`config.mk`:
```
export PLATFORM = sky130hd
export DESIGN_NAME = mem_port_arbiter
export DESIGN_NICKNAME = d
export VERILOG_FILES = /design/src/rtl/mem_port_arbiter.sv
export SDC_FILE = /design/constraint.sdc
export NUM_CORES = 1
export LEC_CHECK = 0
export CORE_MARGIN = 2
export CORE_UTILIZATION = 25
export DETAILED_ROUTE_END_ITERATION = 16
export PLACE_DENSITY = 0.61
export SLEW_MARGIN = 0
export SYNTH_ARGS = -nofsm -noshare
export SYNTH_HDL_FRONTEND = slang
export SYNTH_SLANG_ARGS = --single-unit
export TNS_END_PERCENT = 1
```
`constraint.sdc`:
```
create_clock -name clk -period 6.25 [get_ports clk]
set_input_delay 1.5625 -clock clk [delete_from_list [all_inputs] [get_ports clk]]
set_output_delay 1.5625 -clock clk [all_outputs]
set_load 0.01 [all_outputs]
```
`src/rtl/mem_port_arbiter.sv`:
```
// mem_port_arbiter: shares the single port of the 256 x 8 byte-addressed Memory between
// instruction fetch (port I, always word reads) and load/store (port D).
// One transaction at a time: IDLE -> WRITE | READ | RESP -> IDLE, one response per request.
//
// Ports:
//   clk, rst             clock, synchronous active-high reset
//   i_req_*              fetch request (valid/ready/addr)
//   i_resp_*             fetch response pulse (valid/data/err)
//   d_req_*              load/store request (valid/ready/addr/wdata/size/we)
//   d_resp_*             load/store response pulse (valid/data/err)
//   memory_*             registered Memory interface; memory_out is the read data back
//
// Build option: define MEM_ARB_ROUND_ROBIN_EN to alternate grants when both ports request.
// Left undefined, D always wins over I.
module mem_port_arbiter #(
  parameter int unsigned ADDR_LIMIT   = 256,
  parameter int unsigned READ_LATENCY = 2
) (
  input  logic        clk,
  input  logic        rst,
  input  logic        i_req_valid,
  output logic        i_req_ready,
  input  logic [31:0] i_req_addr,
  output logic        i_resp_valid,
  output logic [31:0] i_resp_data,
  output logic        i_resp_err,
  input  logic        d_req_valid,
  output logic        d_req_ready,
  input  logic [31:0] d_req_addr,
  input  logic [31:0] d_req_wdata,
  input  logic [1:0]  d_req_size,
  input  logic        d_req_we,
  output logic        d_resp_valid,
  output logic [31:0] d_resp_data,
  output logic        d_resp_err,
  output logic [31:0] memory_address,
  output logic [31:0] memory_in,
  output logic [1:0]  memory_size,
  output logic        memory_write_enable,
  input  logic [31:0] memory_out
);

  localparam int unsigned CntW = (READ_LATENCY < 1) ? 1 : $clog2(READ_LATENCY + 1);
  localparam logic [CntW-1:0] LastCnt = CntW'(READ_LATENCY);

  typedef enum logic [1:0] {StIdle, StWrite, StRead, StResp} state_e;

  state_e          state_q, state_d;
  logic [CntW-1:0] cnt_q, cnt_d;
  logic            port_i_q, port_i_d;   // owner of the transaction in flight is port I
  logic [1:0]      size_q, size_d;
  logic [31:0]     resp_data_q, resp_data_d;
  logic            resp_err_q, resp_err_d;
  logic [31:0]     mem_addr_q, mem_addr_d;
  logic [31:0]     mem_in_q, mem_in_d;
  logic [1:0]      mem_size_q, mem_size_d;
  logic            mem_we_q, mem_we_d;

  logic        grant_d, grant_i, hs;
  logic [31:0] req_addr;
  logic [1:0]  req_size;
  logic        req_we;
  logic [32:0] req_last;
  logic        req_err;
  logic [31:0] rd_mask;

  // Grant selection
`ifdef MEM_ARB_ROUND_ROBIN_EN
  logic last_i_q;  // last handshake went to I; reset value makes D win the first tie

  always_ff @(posedge clk) begin
    if (rst) begin
      last_i_q <= 1'b1;
    end else if (hs) begin
      last_i_q <= grant_i;
    end
  end

  assign grant_d = d_req_valid && (!i_req_valid || last_i_q);
  assign grant_i = i_req_valid && (!d_req_valid || !last_i_q);
`else
  assign grant_d = d_req_valid;
  assign grant_i = i_req_valid && !d_req_valid;
`endif

  assign hs       = (state_q == StIdle) && !rst && (grant_d || grant_i);
  assign req_addr = grant_i ? i_req_addr : d_req_addr;
  assign req_size = grant_i ? 2'b10 : d_req_size;
  assign req_we   = grant_i ? 1'b0 : d_req_we;

  // Range check on the last byte touched; 33 bits so addresses near 2^32 cannot wrap.
  always_comb begin
    unique case (req_size)
      2'b00:   req_last = {1'b0, req_addr};
      2'b01:   req_last = {1'b0, req_addr} + 33'd1;
      default: req_last = {1'b0, req_addr} + 33'd3;
    endcase
    req_err = (req_size == 2'b11) || (req_last >= 33'(ADDR_LIMIT));
  end

  // Zero-extension of load data by access size
  always_comb begin
    unique case (size_q)
      2'b00:   rd_mask = 32'h0000_00ff;
      2'b01:   rd_mask = 32'h0000_ffff;
      default: rd_mask = 32'hffff_ffff;
    endcase
  end

  // State register and all datapath registers
  always_ff @(posedge clk) begin
    if (rst) begin
      state_q     <= StIdle;
      cnt_q       <= '0;
      port_i_q    <= 1'b0;
      size_q      <= 2'b00;
      resp_data_q <= '0;
      resp_err_q  <= 1'b0;
      mem_addr_q  <= '0;
      mem_in_q    <= '0;
      mem_size_q  <= 2'b00;
      mem_we_q    <= 1'b0;
    end else begin
      state_q     <= state_d;
      cnt_q       <= cnt_d;
      port_i_q    <= port_i_d;
      size_q      <= size_d;
      resp_data_q <= resp_data_d;
      resp_err_q  <= resp_err_d;
      mem_addr_q  <= mem_addr_d;
      mem_in_q    <= mem_in_d;
      mem_size_q  <= mem_size_d;
      mem_we_q    <= mem_we_d;
    end
  end

  // Next state
  always_comb begin
    state_d = state_q;
    unique case (state_q)
      StIdle: begin
        if (hs) begin
          if (req_err)     state_d = StResp;
          else if (req_we) state_d = StWrite;
          else             state_d = StRead;
        end
      end
      StWrite: state_d = StResp;
      StRead:  if (cnt_q == LastCnt) state_d = StResp;
      StResp:  state_d = StIdle;
      default: state_d = StIdle;
    endcase
  end

  // Datapath next values; memory outputs are loaded here so they come out registered.
  always_comb begin
    cnt_d       = cnt_q;
    port_i_d    = port_i_q;
    size_d      = size_q;
    resp_data_d = resp_data_q;
    resp_err_d  = resp_err_q;
    mem_addr_d  = mem_addr_q;
    mem_in_d    = mem_in_q;
    mem_size_d  = mem_size_q;
    mem_we_d    = 1'b0;
    unique case (state_q)
      StIdle: begin
        if (hs) begin
          port_i_d    = grant_i;
          size_d      = req_size;
          cnt_d       = '0;
          resp_data_d = '0;
          resp_err_d  = req_err;
          // Rejected requests leave the memory port untouched.
          if (!req_err) begin
            mem_addr_d = req_addr;
            mem_size_d = req_size;
            mem_we_d   = req_we;
            mem_in_d   = req_we ? d_req_wdata : '0;
          end
        end
      end
      StRead: begin
        cnt_d = cnt_q + 1'b1;
        if (cnt_q == LastCnt) resp_data_d = memory_out & rd_mask;
      end
      default: ;
    endcase
  end

  // Outputs
  always_comb begin
    i_req_ready         = (state_q == StIdle) && !rst && grant_i;
    d_req_ready         = (state_q == StIdle) && !rst && grant_d;
    i_resp_valid        = (state_q == StResp) && port_i_q;
    d_resp_valid        = (state_q == StResp) && !port_i_q;
    i_resp_data         = i_resp_valid ? resp_data_q : '0;
    i_resp_err          = i_resp_valid && resp_err_q;
    d_resp_data         = d_resp_valid ? resp_data_q : '0;
    d_resp_err          = d_resp_valid && resp_err_q;
    memory_address      = mem_addr_q;
    memory_in           = mem_in_q;
    memory_size         = mem_size_q;
    memory_write_enable = mem_we_q;
  end

endmodule

```
Word-level counts from Yosys, hierarchy flattened
Index checks and enable logic that the tools add are counted.
{"block": "classes", "add_sub_neg": 3, "order_cmp": 1, "n_eq_ne": 9, "mux": 18, "n_bitwise": 4, "reduce_logical": 24}
{"cell": "$mux 32", "n": 6}
{"cell": "$pmux 32 s2", "n": 2}
{"cell": "$pmux 33 s2", "n": 1}
{"cell": "$add 32x1->33 const B", "n": 1}
{"cell": "$add 32x2->33 const B", "n": 1}
{"cell": "$ge 33x9->1 const B", "n": 1}
{"cell": "$and 32x32->32", "n": 1}
{"cell": "$mux 2", "n": 6}
{"cell": "$logic_and 1x1->1", "n": 9}
{"cell": "$eq 2x2->1 const B", "n": 4}
{"cell": "$pmux 2 s4", "n": 1}
{"cell": "$eq 2x1->1 const B", "n": 3}
{"cell": "$logic_not 2->1", "n": 3}
{"cell": "$reduce_and 2->1", "n": 3}
{"cell": "$reduce_and 3->1", "n": 2}
{"cell": "$ne 2x2->1 const B", "n": 2}
{"cell": "$pmux 2 s2", "n": 1}
{"cell": "$reduce_or 4->1", "n": 1}
{"cell": "$logic_not 1->1", "n": 3}
{"cell": "$not 1->1", "n": 3}
{"cell": "$add 2x1->2 const B", "n": 1}
{"cell": "$logic_or 1x1->1", "n": 2}
{"cell": "$reduce_bool 2->1", "n": 1}
{"cell": "$mux 1", "n": 1}
{"block": "totals", "ff_bits": 107}

Depth between registers and ports, before layout
Gate-level depths: netlist of run 1.
{"block": "logic_depth", "word_depth": 10, "ltp_mapped": 18, "depth_no_buf": 11}

Least setup slack after synthesis of run 1
OpenSTA, ideal clock, no wires.
{"block": "synth_path", "path_kind": "in2reg", "start": "in d_req_valid", "end": "reg mem_in_q[10], in the netlist memory_in[10]", "setup_ns": 0.072, "arrival_time_ns": 5.307, "t_required_ns": 6.178, "slack_ns": 0.871, "stages": 15, "path_cell_list": "and2b_1 > buf_6 > buf_2 > buf_1 > nor2_1 > nand2_1 > fa_1 > nand3b_1 > or2_2 > o41ai_2 > o221ai_1 > or4_4 > nor4_4 > buf_6 > mux2i_1"}
{"block": "synth_between", "elab_chain_cells": 9, "word_cells_on_any_way": 18}
{"item": "from (decl)", "line_no": "27", "rtl": "input logic d_req_valid,"}
{"item": "$logic_not 1->1", "line_no": "83", "rtl": "assign grant_i = i_req_valid && !d_req_valid;"}
{"item": "$logic_and 1x1->1", "line_no": "83"}
{"item": "$mux 32 or $mux 2 (tied branches)", "line_no": "87, 88"}
{"item": "$add 32x2->33 (tied with other cells)", "line_no": "96", "rtl": "default: req_last = {1'b0, req_addr} + 33'd3;"}
{"item": "$pmux 33 s2", "line_no": "93", "rtl": "unique case (req_size)"}
{"item": "$ge 33x9->1", "line_no": "98", "rtl": "req_err = (req_size == 2'b11) || (req_last >= 33'(ADDR_LIMIT));"}
{"item": "$logic_or 1x1->1", "line_no": "98"}
{"item": "$not 1->1 (no line)"}
{"item": "$reduce_and 3->1 (no line)"}
{"item": "to (signal assigned)", "line_no": "131", "rtl": "mem_in_q <= mem_in_d;"}
{"item": "to (decl)", "line_no": "55", "rtl": "logic [31:0] mem_in_q, mem_in_d;"}
Several ways; a longest one is shown, not always the timed one.
A chain may end at the register's enable or synchronous reset.

Worst setup path after layout of run 1
{"block": "layout_path", "start": "in d_req_valid", "end": "reg mem_addr_q[0], in the netlist memory_address[0]"}
{"block": "layout_between", "elab_chain_cells": 9, "word_cells_on_any_way": 16}
{"item": "$logic_not 1->1", "line_no": "83"}
{"item": "$logic_and 1x1->1", "line_no": "83"}
{"item": "$mux 32 or $mux 2 (tied branches)", "line_no": "87, 88"}
{"item": "$add 32x2->33 (tied with other cells)", "line_no": "96"}
{"item": "$pmux 33 s2", "line_no": "93"}
{"item": "$ge 33x9->1", "line_no": "98"}
{"item": "$logic_or 1x1->1", "line_no": "98"}
{"item": "$not 1->1 (no line)"}
{"item": "$reduce_and 3->1 (no line)"}
{"item": "to (signal assigned)", "line_no": "130", "rtl": "mem_addr_q <= mem_addr_d;"}
{"item": "to (decl)", "line_no": "54", "rtl": "logic [31:0] mem_addr_q, mem_addr_d;"}
Several ways; a longest one is shown, not always the timed one.

==> summary by stage, run 1 <==
Outcome
The flow ran to the end, and the final reports show no timing, DRC or antenna violations.

Final layout
The filler cells instantiated in the layout total 2411. 0 antenna diodes ended up in the layout. The finished layout holds 1318 standard cells, fillers aside. Cells with a size suffix above 1 make up 6.74% of the layout. In the final design database the tool counted 1131 nets. The area growth from synthesis to layout is 54.4%.

Die
The area of the core is 24200 um^2. The floorplan step defined a die boundary enclosing 25700 um^2. For this design the top-level I/O count stands at 272. In this run the vertical extent of the chip is 160 um. The initial standard-cell utilization of the core is 25.3%.

Row generation in the floorplan step produced 57 rows. The die width is 160 um.

Global route
The initial antenna violation count is 0. Global routing consumed, over all layers together, 16.0% of the routing resources. The via count of the first global-routing pass is 6030. The first global-routing pass estimated 33300 um of wire.

The largest net degree at the start of global routing is 70. After global routing the overflow that remains totals 0.

Synth
For this run, the leading register cell type out of synthesis is sky130_fd_sc_hd__dfxtp_1. The synthesized netlist net count is 885. The count of yosys warnings during synthesis is 0. After synthesis the cells add up to 6120 um^2.

The share of the Yosys chip area taken by registers is 35.0%. The number of distinct library cell variants in the gate-level netlist after synthesis is 68. The number of synthesized register bits is 107. The mean cell area of the mapped netlist is 8.24 um^2. The number of flops mapped to enable cells by yosys is 0. In the synthesized netlist, the number of instances is 743.

The share of flip-flops with an asynchronous set or reset after synthesis is 0%.

Job
The total of max-cap violations is 0.

STA
Setup slack on the critical path of the routed design comes to 666 ps. The clock period minus worst slack is 5580 ps. At the pin with the least slew margin, the transition time is 1010 ps. Measured against its own limit, the worst slew margin works out to 32.9%. The count of final hold-check violations came to 0. Setup repair after global routing left no endpoint under its margin. In the finished design, the share of the clock period the worst path needs comes to 89.3%. Timing would allow up to 179 MHz.

The total count of max-transition violations in the final report is 0. The sum of negative setup slack is 0 ps. The number of setup violations in the final report is 0. The clock arrives with 10.9 ps of skew.

Worst setup path
Walking the worst path, the cells encountered are clkdlybuf4s50_1 -> nand2b_2 -> mux2_2 -> nor4b_4 -> nor4b_2 -> a31o_2 -> o221ai_1 -> or4_1 -> or2_1 -> a31o_2. Counting both buffers and inverters, the worst setup path holds a total of 1. The critical path's top delay family is simple AND/OR/NAND/NOR gates. The type of the setup path with the least slack is in -> reg. The endpoint type of the worst setup path is a flop. The endpoint of the worst register-to-register path is resp_data_q[21]$_SDFFE_PP0P_.

At the worst endpoint, the required time is 6500 ps. The startpoint class of the critical path is an input pin. The slowest stage of the critical path belongs to the cell sky130_fd_sc_hd__clkdlybuf4s50_1. The arrival time of data at the critical path endpoint is 5830 ps. In this run the worst path has a maximum fanout of 34.

The internal reg-to-reg setup slack is 3220 ps. The number of cells traversed by the worst register-to-register path is 9. The worst flop-to-flop path startpoint is state_q[0]$_SDFFE_PP0P_.

For this run, the slowest stage of the critical path takes 640 ps. Counting stages on the worst path, the most repeated cell is sky130_fd_sc_hd__a31o_2.

Pwr
Net switching is 34.3% of the power. The switching power summed over all nets is 0.610 mW. The worst vdd rail ir drop is 0.000137 V. The relative contribution of combinational cells to total power is 25.9%. The total power divided by cell area is 188 nW/um^2.

For this design the static power due to leakage is 3.51 nW. The internal power is 1.17 mW. In this run, flip-flops and latches consume 40.5% of the power.

Of the total power, the clock network draws 33.6%.

Clock network
The count of buffers added by post-CTS timing repair for setup is 0. CTS placed an instance of sky130_fd_sc_hd__clkbuf_16 at the clock tree root. The clock net in this run drives a total of 107 sinks. Clock tree synthesis inserted a total of 9 buffers. Buffers inserted to repair hold after CTS numbered 0.

For the worst-skew pair, the clock arrives at the later sink with an insertion delay of 360 ps. The clock slew seen by the registers of the worst setup and hold paths is 80 ps. The H-tree depth is 3.

TritonCTS built the clock tree. The maximum clock path buffer count is 2. After clock tree synthesis, the repair step resized 0 gates.

Detailed routing
In the final routed layout, each cell accounts on average for 16.0 um. The violation count after the first detailed-routing iteration is 435. The number of optimization iterations in the first detailed-route pass is 5. The detail route stage leaves a number of antenna-violating nets equal to 0. The via count is 6232. The DRC violations left is 0. For this block, the routed nets add up to 21000 um of wire.

The vias per cell is 4.73.

Worst hold path
The path class of the tightest hold or removal check is reg -> reg. The cell depth of the worst min-delay path is 2. The worst hold path endpoint is memory_in[15]$_SDFFE_PP0P_.

The hold path startpoint is memory_in[15]$_SDFFE_PP0P_.

Placement
Including well taps, the total number of placed cells is 1302. Buffers placed on the I/O ports in this run total 271. The last weighted congestion value of the routability-driven placer is 0.897. The HPWL reported at the end of detailed placement is 16000 um. OpenSTA, run right after detailed placement, puts the worst setup slack at 290 ps.
[how the worst max path moves through the flow]
stage	start	end	slack [ps]	cells past startpoint
after floorplan	d_req_valid	memory_in[10]$_SDFFE_PP0P_	870	15
after global placement	d_req_valid	memory_address[2]$_SDFFE_PP0P_	370	10
after detailed placement	d_req_valid	memory_address[2]$_SDFFE_PP0P_	290	10
after CTS	d_req_valid	memory_address[0]$_SDFFE_PP0P_	680	10
after global routing	d_req_valid	memory_address[5]$_SDFFE_PP0P_	400	12
final	d_req_valid	memory_address[0]$_SDFFE_PP0P_	670	10
[kinds of logic after synthesis]
logic type,after synthesis,synth area share (%)
AND/OR/NAND/NOR,386,32.9
flip-flops,107,35.0
AO/OA/AOI/OAI,104,11.6
multiplexers,74,13.0
buffers and inverters,57,4.82
XOR/XNOR,8,1.15
adder cells (fa/ha/maj),7,1.55
[worst min-delay path, delay by kind of cell, from the launching register on]
family	cells	cell delay [ps]
and+or+nand+nor	1	50
muxes	1	50
DFF	1	310
[final cells by class]
type	instances	area, um^2	area share (%)
inverters	5	18.8	0.199
repair buffers	287	2870	30.3
flip-flops and latches	107	2140	22.7
clock buffers	9	225	2.38
multi-input cells	579	3690	39.1
well taps	324	405	4.29
clock inverters	7	98.8	1.05
[cells in the mapped netlist, drive strengths merged, types with 3 or more instances]
master	number	area share, %
a211oi	3	0.37
a21oi	34	2.8
a22oi	9	1.1
a31o	5	0.72
a31oi	7	0.72
and2	38	3.9
and3	60	6.1
and4b	3	0.49
buf	12	2.0
clkbuf	40	2.5
dfxtp	107	35
ha	6	1.2
inv	4	0.25
mux2	7	1.3
mux2i	67	12
nand2	154	9.4
nand2b	3	0.31
nand3	34	3.0
nand3b	6	0.74
nand4	8	1.1
nor2	31	1.9
nor2b	4	0.41
nor3	19	1.6
nor3b	4	0.57
nor4	9	1.3
o211ai	8	0.98
o21a	3	0.37
o21ai	8	0.65
o221ai	4	0.57
o31ai	9	1.1
o32ai	3	0.43
or4	4	0.55
xnor2	5	0.72
xor2	3	0.43
[placed cells by master, fill, tap and decap left out, types with 4 or more instances in the layout]
cell / count
sky130_fd_sc_hd__dfxtp_1: 107
sky130_fd_sc_hd__clkbuf_16: 9
sky130_fd_sc_hd__and3_1: 60
sky130_fd_sc_hd__nand3b_1: 6
sky130_fd_sc_hd__clkdlybuf4s50_1: 270
sky130_fd_sc_hd__nand4_1: 7
sky130_fd_sc_hd__buf_4: 13
sky130_fd_sc_hd__mux2_2: 6
sky130_fd_sc_hd__o211ai_1: 8
sky130_fd_sc_hd__xnor2_1: 5
sky130_fd_sc_hd__and2_1: 38
sky130_fd_sc_hd__nor4_1: 7
sky130_fd_sc_hd__o31ai_1: 9
sky130_fd_sc_hd__o21ai_0: 7
sky130_fd_sc_hd__a22oi_1: 9
sky130_fd_sc_hd__a31o_2: 5
sky130_fd_sc_hd__nand2_1: 154
sky130_fd_sc_hd__nand3_1: 33
sky130_fd_sc_hd__o221ai_1: 4
sky130_fd_sc_hd__nor2_1: 30
sky130_fd_sc_hd__inv_1: 4
sky130_fd_sc_hd__nor3_1: 18
sky130_fd_sc_hd__ha_1: 6
sky130_fd_sc_hd__a31oi_1: 7
sky130_fd_sc_hd__mux2i_1: 63
sky130_fd_sc_hd__a21oi_1: 34
[metal layers]
layer	vias up	wire (um)	track usage [%]
met4	0	246	3.36
met3	16	1530	4.78
met1	2880	9290	20.0
met2	204	9980	27.1
met5	-	0	0
li1	3132	-	-
[flip-flops by register name (all words and copies together), names as in the netlist]
| signal | flops |
|---|---|
| memory_in | 32 |
| memory_write_enable | 1 |
| port_i_q | 1 |
| cnt_q | 2 |
| resp_err_q | 1 |
| resp_data_q | 32 |
| size_q | 2 |
| state_q | 2 |
| memory_size | 2 |
| memory_address | 32 |
[per-stage QoR]
stage	hold slack, ps	area (um^2)	total power, mW	util (%)
detailed placement	448	9130	1.20	37.7
CTS	462	9450	1.82	39.1
global route	477	9450	1.89	39.1
finish	456	9450	1.78	39.1
global placement	441	9130	1.20	37.7
floorplan	436	6120	0.996	-
[power by group through the flow]
stage | combinational (mW) | sequential (mW) | clock (mW)
after floorplan | 0.273 | 0.723 | 0
after global placement | 0.465 | 0.738 | 0
after detailed placement | 0.467 | 0.737 | 0
after CTS | 0.469 | 0.721 | 0.625
after global routing | 0.510 | 0.724 | 0.656
final | 0.461 | 0.721 | 0.599
No activity file was read; power rests on OpenSTA's default activity.
==> run 2: changes to the inputs <==
--- a/config.mk
+++ b/config.mk
@@ -5,11 +5,11 @@
 export SDC_FILE = /design/constraint.sdc
 export NUM_CORES = 1
 export LEC_CHECK = 0
-export CORE_MARGIN = 2
+export CAP_MARGIN = 20
 export CORE_UTILIZATION = 25
 export DETAILED_ROUTE_END_ITERATION = 16
 export PLACE_DENSITY = 0.61
-export SLEW_MARGIN = 0
+export SLEW_MARGIN = 20
 export SYNTH_ARGS = -nofsm -noshare
 export SYNTH_HDL_FRONTEND = slang
 export SYNTH_SLANG_ARGS = --single-unit
==> summary by stage, run 2 (synthesis gave the netlist of run 1 again) <==
Die
The die width is 158 um (-1.2%). The initial standard-cell utilization of the core is 25.8% (+0.45 points). The area of the die is 25100 um^2 (-2.5%).

The area of the core was 23800 um^2 (-1.8%). The chip height is 158 um (-1.2%). The row count is 56 (-1.8%). The number of placed I/O pins is 272 (unchanged).

Worst setup path
The worst flop-to-flop path startpoint is state_q[0]$_SDFFE_PP0P_. The stage delay of the slowest cell on the critical path came to 600 ps (-40 ps). STA classifies the critical path endpoint as a flop. The type of the setup path with the least slack is in -> reg. The cell occurring most often along the worst timing path is sky130_fd_sc_hd__o221ai_1. The data required time at the worst endpoint is 6530 ps (+30 ps).

The maximum fanout encountered on the critical timing path is 33 (-2.9%). The internal reg-to-reg setup slack is 3090 ps (-130 ps). The critical path goes through clkdlybuf4s50_1 -> nand2b_2 -> mux2_2 -> fa_1 -> nand3b_1 -> o221ai_1 -> o41ai_2 -> o221ai_1 -> or4_4 -> nor4_4 -> buf_12 -> mux2i_1. The startpoint class of the critical path is an input pin. The number of cells traversed by the worst register-to-register path is 9 (unchanged). The arrival time of data at the critical path endpoint is 5770 ps (-60 ps). On the critical path, the stage with the largest delay is an instance of sky130_fd_sc_hd__or4_4. The endpoint identified for the worst register-to-register timing path is resp_data_q[13]$_SDFFE_PP0P_.

STA
The total count of max-transition violations in the final report was 0 (unchanged). The least setup slack across all paths after layout is 757 ps (+90.5 ps). The worst clock skew is 15.6 ps (+4.74 ps). The maximum operating frequency came to 182 MHz (+1.6%).

Setup repair after global routing left no endpoint under its margin. The worst-case headroom to the max-slew limit is 25.7% (-7.2 points). The number of setup violations in the final report came to 0 (unchanged).

The transition time at the pin with the least slew margin was 1110 ps (+107 ps). The clock period minus worst slack was 5490 ps (-90.5 ps). The count of final hold-check violations is 0 (unchanged). The sum of negative setup slack was 0 ps (unchanged). The final period utilization is 87.9% (-1.4 points).

Final layout
The register cell area after layout is 2140 um^2 (unchanged). The number of non-filler instances in the completed layout is 1314 (-0.30%). The area used by multi-input combinational logic came to 3700 um^2 (+0.14%). The number of filler instances in the final layout is 2423 (+0.50%). The fraction of final layout cells with drive strength greater than 1 came to 6.83% (+0.094 points). The number of nets in the layout is 1132 (+0.088%). The number of antenna repair diodes was 0 (unchanged). In the layout the commonest cells are 270 x sky130_fd_sc_hd__clkdlybuf4s50_1, 154 x sky130_fd_sc_hd__nand2_1, 107 x sky130_fd_sc_hd__dfxtp_1. Relative to the synthesized area, the layout overhead comes to 53.7%. The most frequent standard cell in the layout excluding fill and tap cells is sky130_fd_sc_hd__clkdlybuf4s50_1.

Placement
The pre-CTS setup slack is 399 ps (+109 ps). The HPWL reported at the end of detailed placement is 15900 um (-0.33%). The number of placed cells counting well taps came to 1298 (-0.31%). The number of buffer cells added on primary ports came to 271 (unchanged).

The last weighted congestion value of the routability-driven placer is 0.861 (-4.0%).

Pwr
The register share of total power was 40.8% (+0.3 points). The total power divided by cell area is 188 nW/um^2 (-0.26%). The clock share of power came to 33.0% (-0.6 points).

The relative contribution of combinational cells to total power is 26.2% (+0.3 points). The switching power summed over all nets is 0.608 mW (-0.41%). The worst vdd rail ir drop is 0.000154 V (+12%). The internal power was 1.16 mW (-0.84%).

The switching part of the total is 34.4% (+0.096 points). The leakage power total came to 3.49 nW (-0.33%).

Outcome
The flow ran to the end, and the final reports show no timing, DRC or antenna violations.

Detailed routing
The violation count after the first detailed-routing iteration came to 297 (-32%). The routed wirelength normalized by instance count is 16.2 um (+1.5%). The routed length on met2 is 10100 um (+0.74%). The via count is 6297 (+1.0%).

The number of nets with antenna violations after detailed routing is 0 (unchanged). The met3 wirelength from detailed routing is 1730 um (+13%). The number of optimization iterations in the first detailed-route pass was 7 (+2). The met1 wire length is 9310 um (+0.30%). The total wire length is 21300 um (+1.2%). The vias per cell is 4.79 (+1.4%). The uppermost layer routed is met4. The DRC violations left is 0 (unchanged).

Clock network
The count of buffers added by post-CTS timing repair for setup came to 0 (unchanged). The clock slew seen by the registers of the worst setup and hold paths is 80 ps (about the same). The clock net sink count is 107 (unchanged).

Clock tree synthesis selected as its root buffer the cell sky130_fd_sc_hd__clkbuf_16. The clock latency on the worst-skew pair came to 360 ps (about the same). The maximum clock path buffer count was 2 (unchanged). The post-cts sizing count came to 0 (unchanged).

TritonCTS built the clock tree. The clock buffer count from CTS is 9 (unchanged). The H-tree depth was 3 (unchanged). The count of hold-fix buffers inserted at cts came to 0 (unchanged).

Worst hold path
The worst hold path endpoint is memory_in[28]$_SDFFE_PP0P_. The cell depth of the worst min-delay path is 2 (unchanged). The kind of path behind the tightest hold check is reg -> reg.

The hold path startpoint is memory_in[28]$_SDFFE_PP0P_.

Global route
The global-route wire length before repair came to 32300 um (-2.9%). The largest net degree at the start of global routing is 70 (unchanged). The global-route congestion overflow total is 0 (unchanged). The overall track demand over capacity in global routing is 16.5% (+0.55 points). The initial antenna violation count is 0 (unchanged). The via count of the first global-routing pass came to 5963 (-1.1%).

Job
The total of max-cap violations was 0 (unchanged).
-- run 2: cell types whose count changed in the layout (fill, tap and decap cells not counted), sizes merged --
cell,before,now
buf,17,18
-- run 2: final cells by class --
class	count	share of cell area (%)
multi-input cells	579	39.3
clock inverters	7	0.811
repair buffers	288	30.3
flip-flops and latches	107	22.8
clock buffers	9	2.39
inverters	5	0.199
well taps	319	4.24
-- run 2: stage by stage --
stage	util, %	cell area [um^2]	hold slack, ps	power, mW
after floorplan	-	6120	436	0.996
after global placement	38.3	9100	442	1.20
after detailed placement	38.3	9100	447	1.21
after CTS	39.6	9400	461	1.80
after global routing	39.6	9410	476	1.87
final	39.6	9410	461	1.77
-- run 2: worst max-delay path by stage --
stage	to	slack, ps	startpoint
after floorplan	memory_in[10]$_SDFFE_PP0P_	870	d_req_valid
after global placement	memory_in[0]$_SDFFE_PP0P_	490	d_req_valid
after detailed placement	memory_in[13]$_SDFFE_PP0P_	400	d_req_valid
after CTS	memory_in[13]$_SDFFE_PP0P_	780	d_req_valid
after global routing	memory_address[0]$_SDFFE_PP0P_	550	d_req_valid
final	memory_in[13]$_SDFFE_PP0P_	760	d_req_valid
-- run 2: per-layer routing --
layer / vias to the layer above / GRT usage, %
met5: - / 0
met4: 0 / 3.16
met3: 14 / 5.50
met2: 199 / 28.0
met1: 2951 / 20.3
li1: 3133 / -
-- run 2: worst max-delay path: cells and delay by family --
kind / cells / cell delay, ps
buf+inv: 2 / 860
mux: 2 / 680
simple gates: 4 / 1700
compound gates: 3 / 500
fa+ha+maj: 1 / 440
-- run 2: power groups by stage --
stage | registers [mW] | clock network [mW] | logic [mW]
floorplan | 0.723 | 0 | 0.273
global placement | 0.737 | 0 | 0.464
detailed placement | 0.738 | 0 | 0.468
CTS | 0.722 | 0.607 | 0.469
global route | 0.725 | 0.635 | 0.509
finish | 0.722 | 0.584 | 0.462
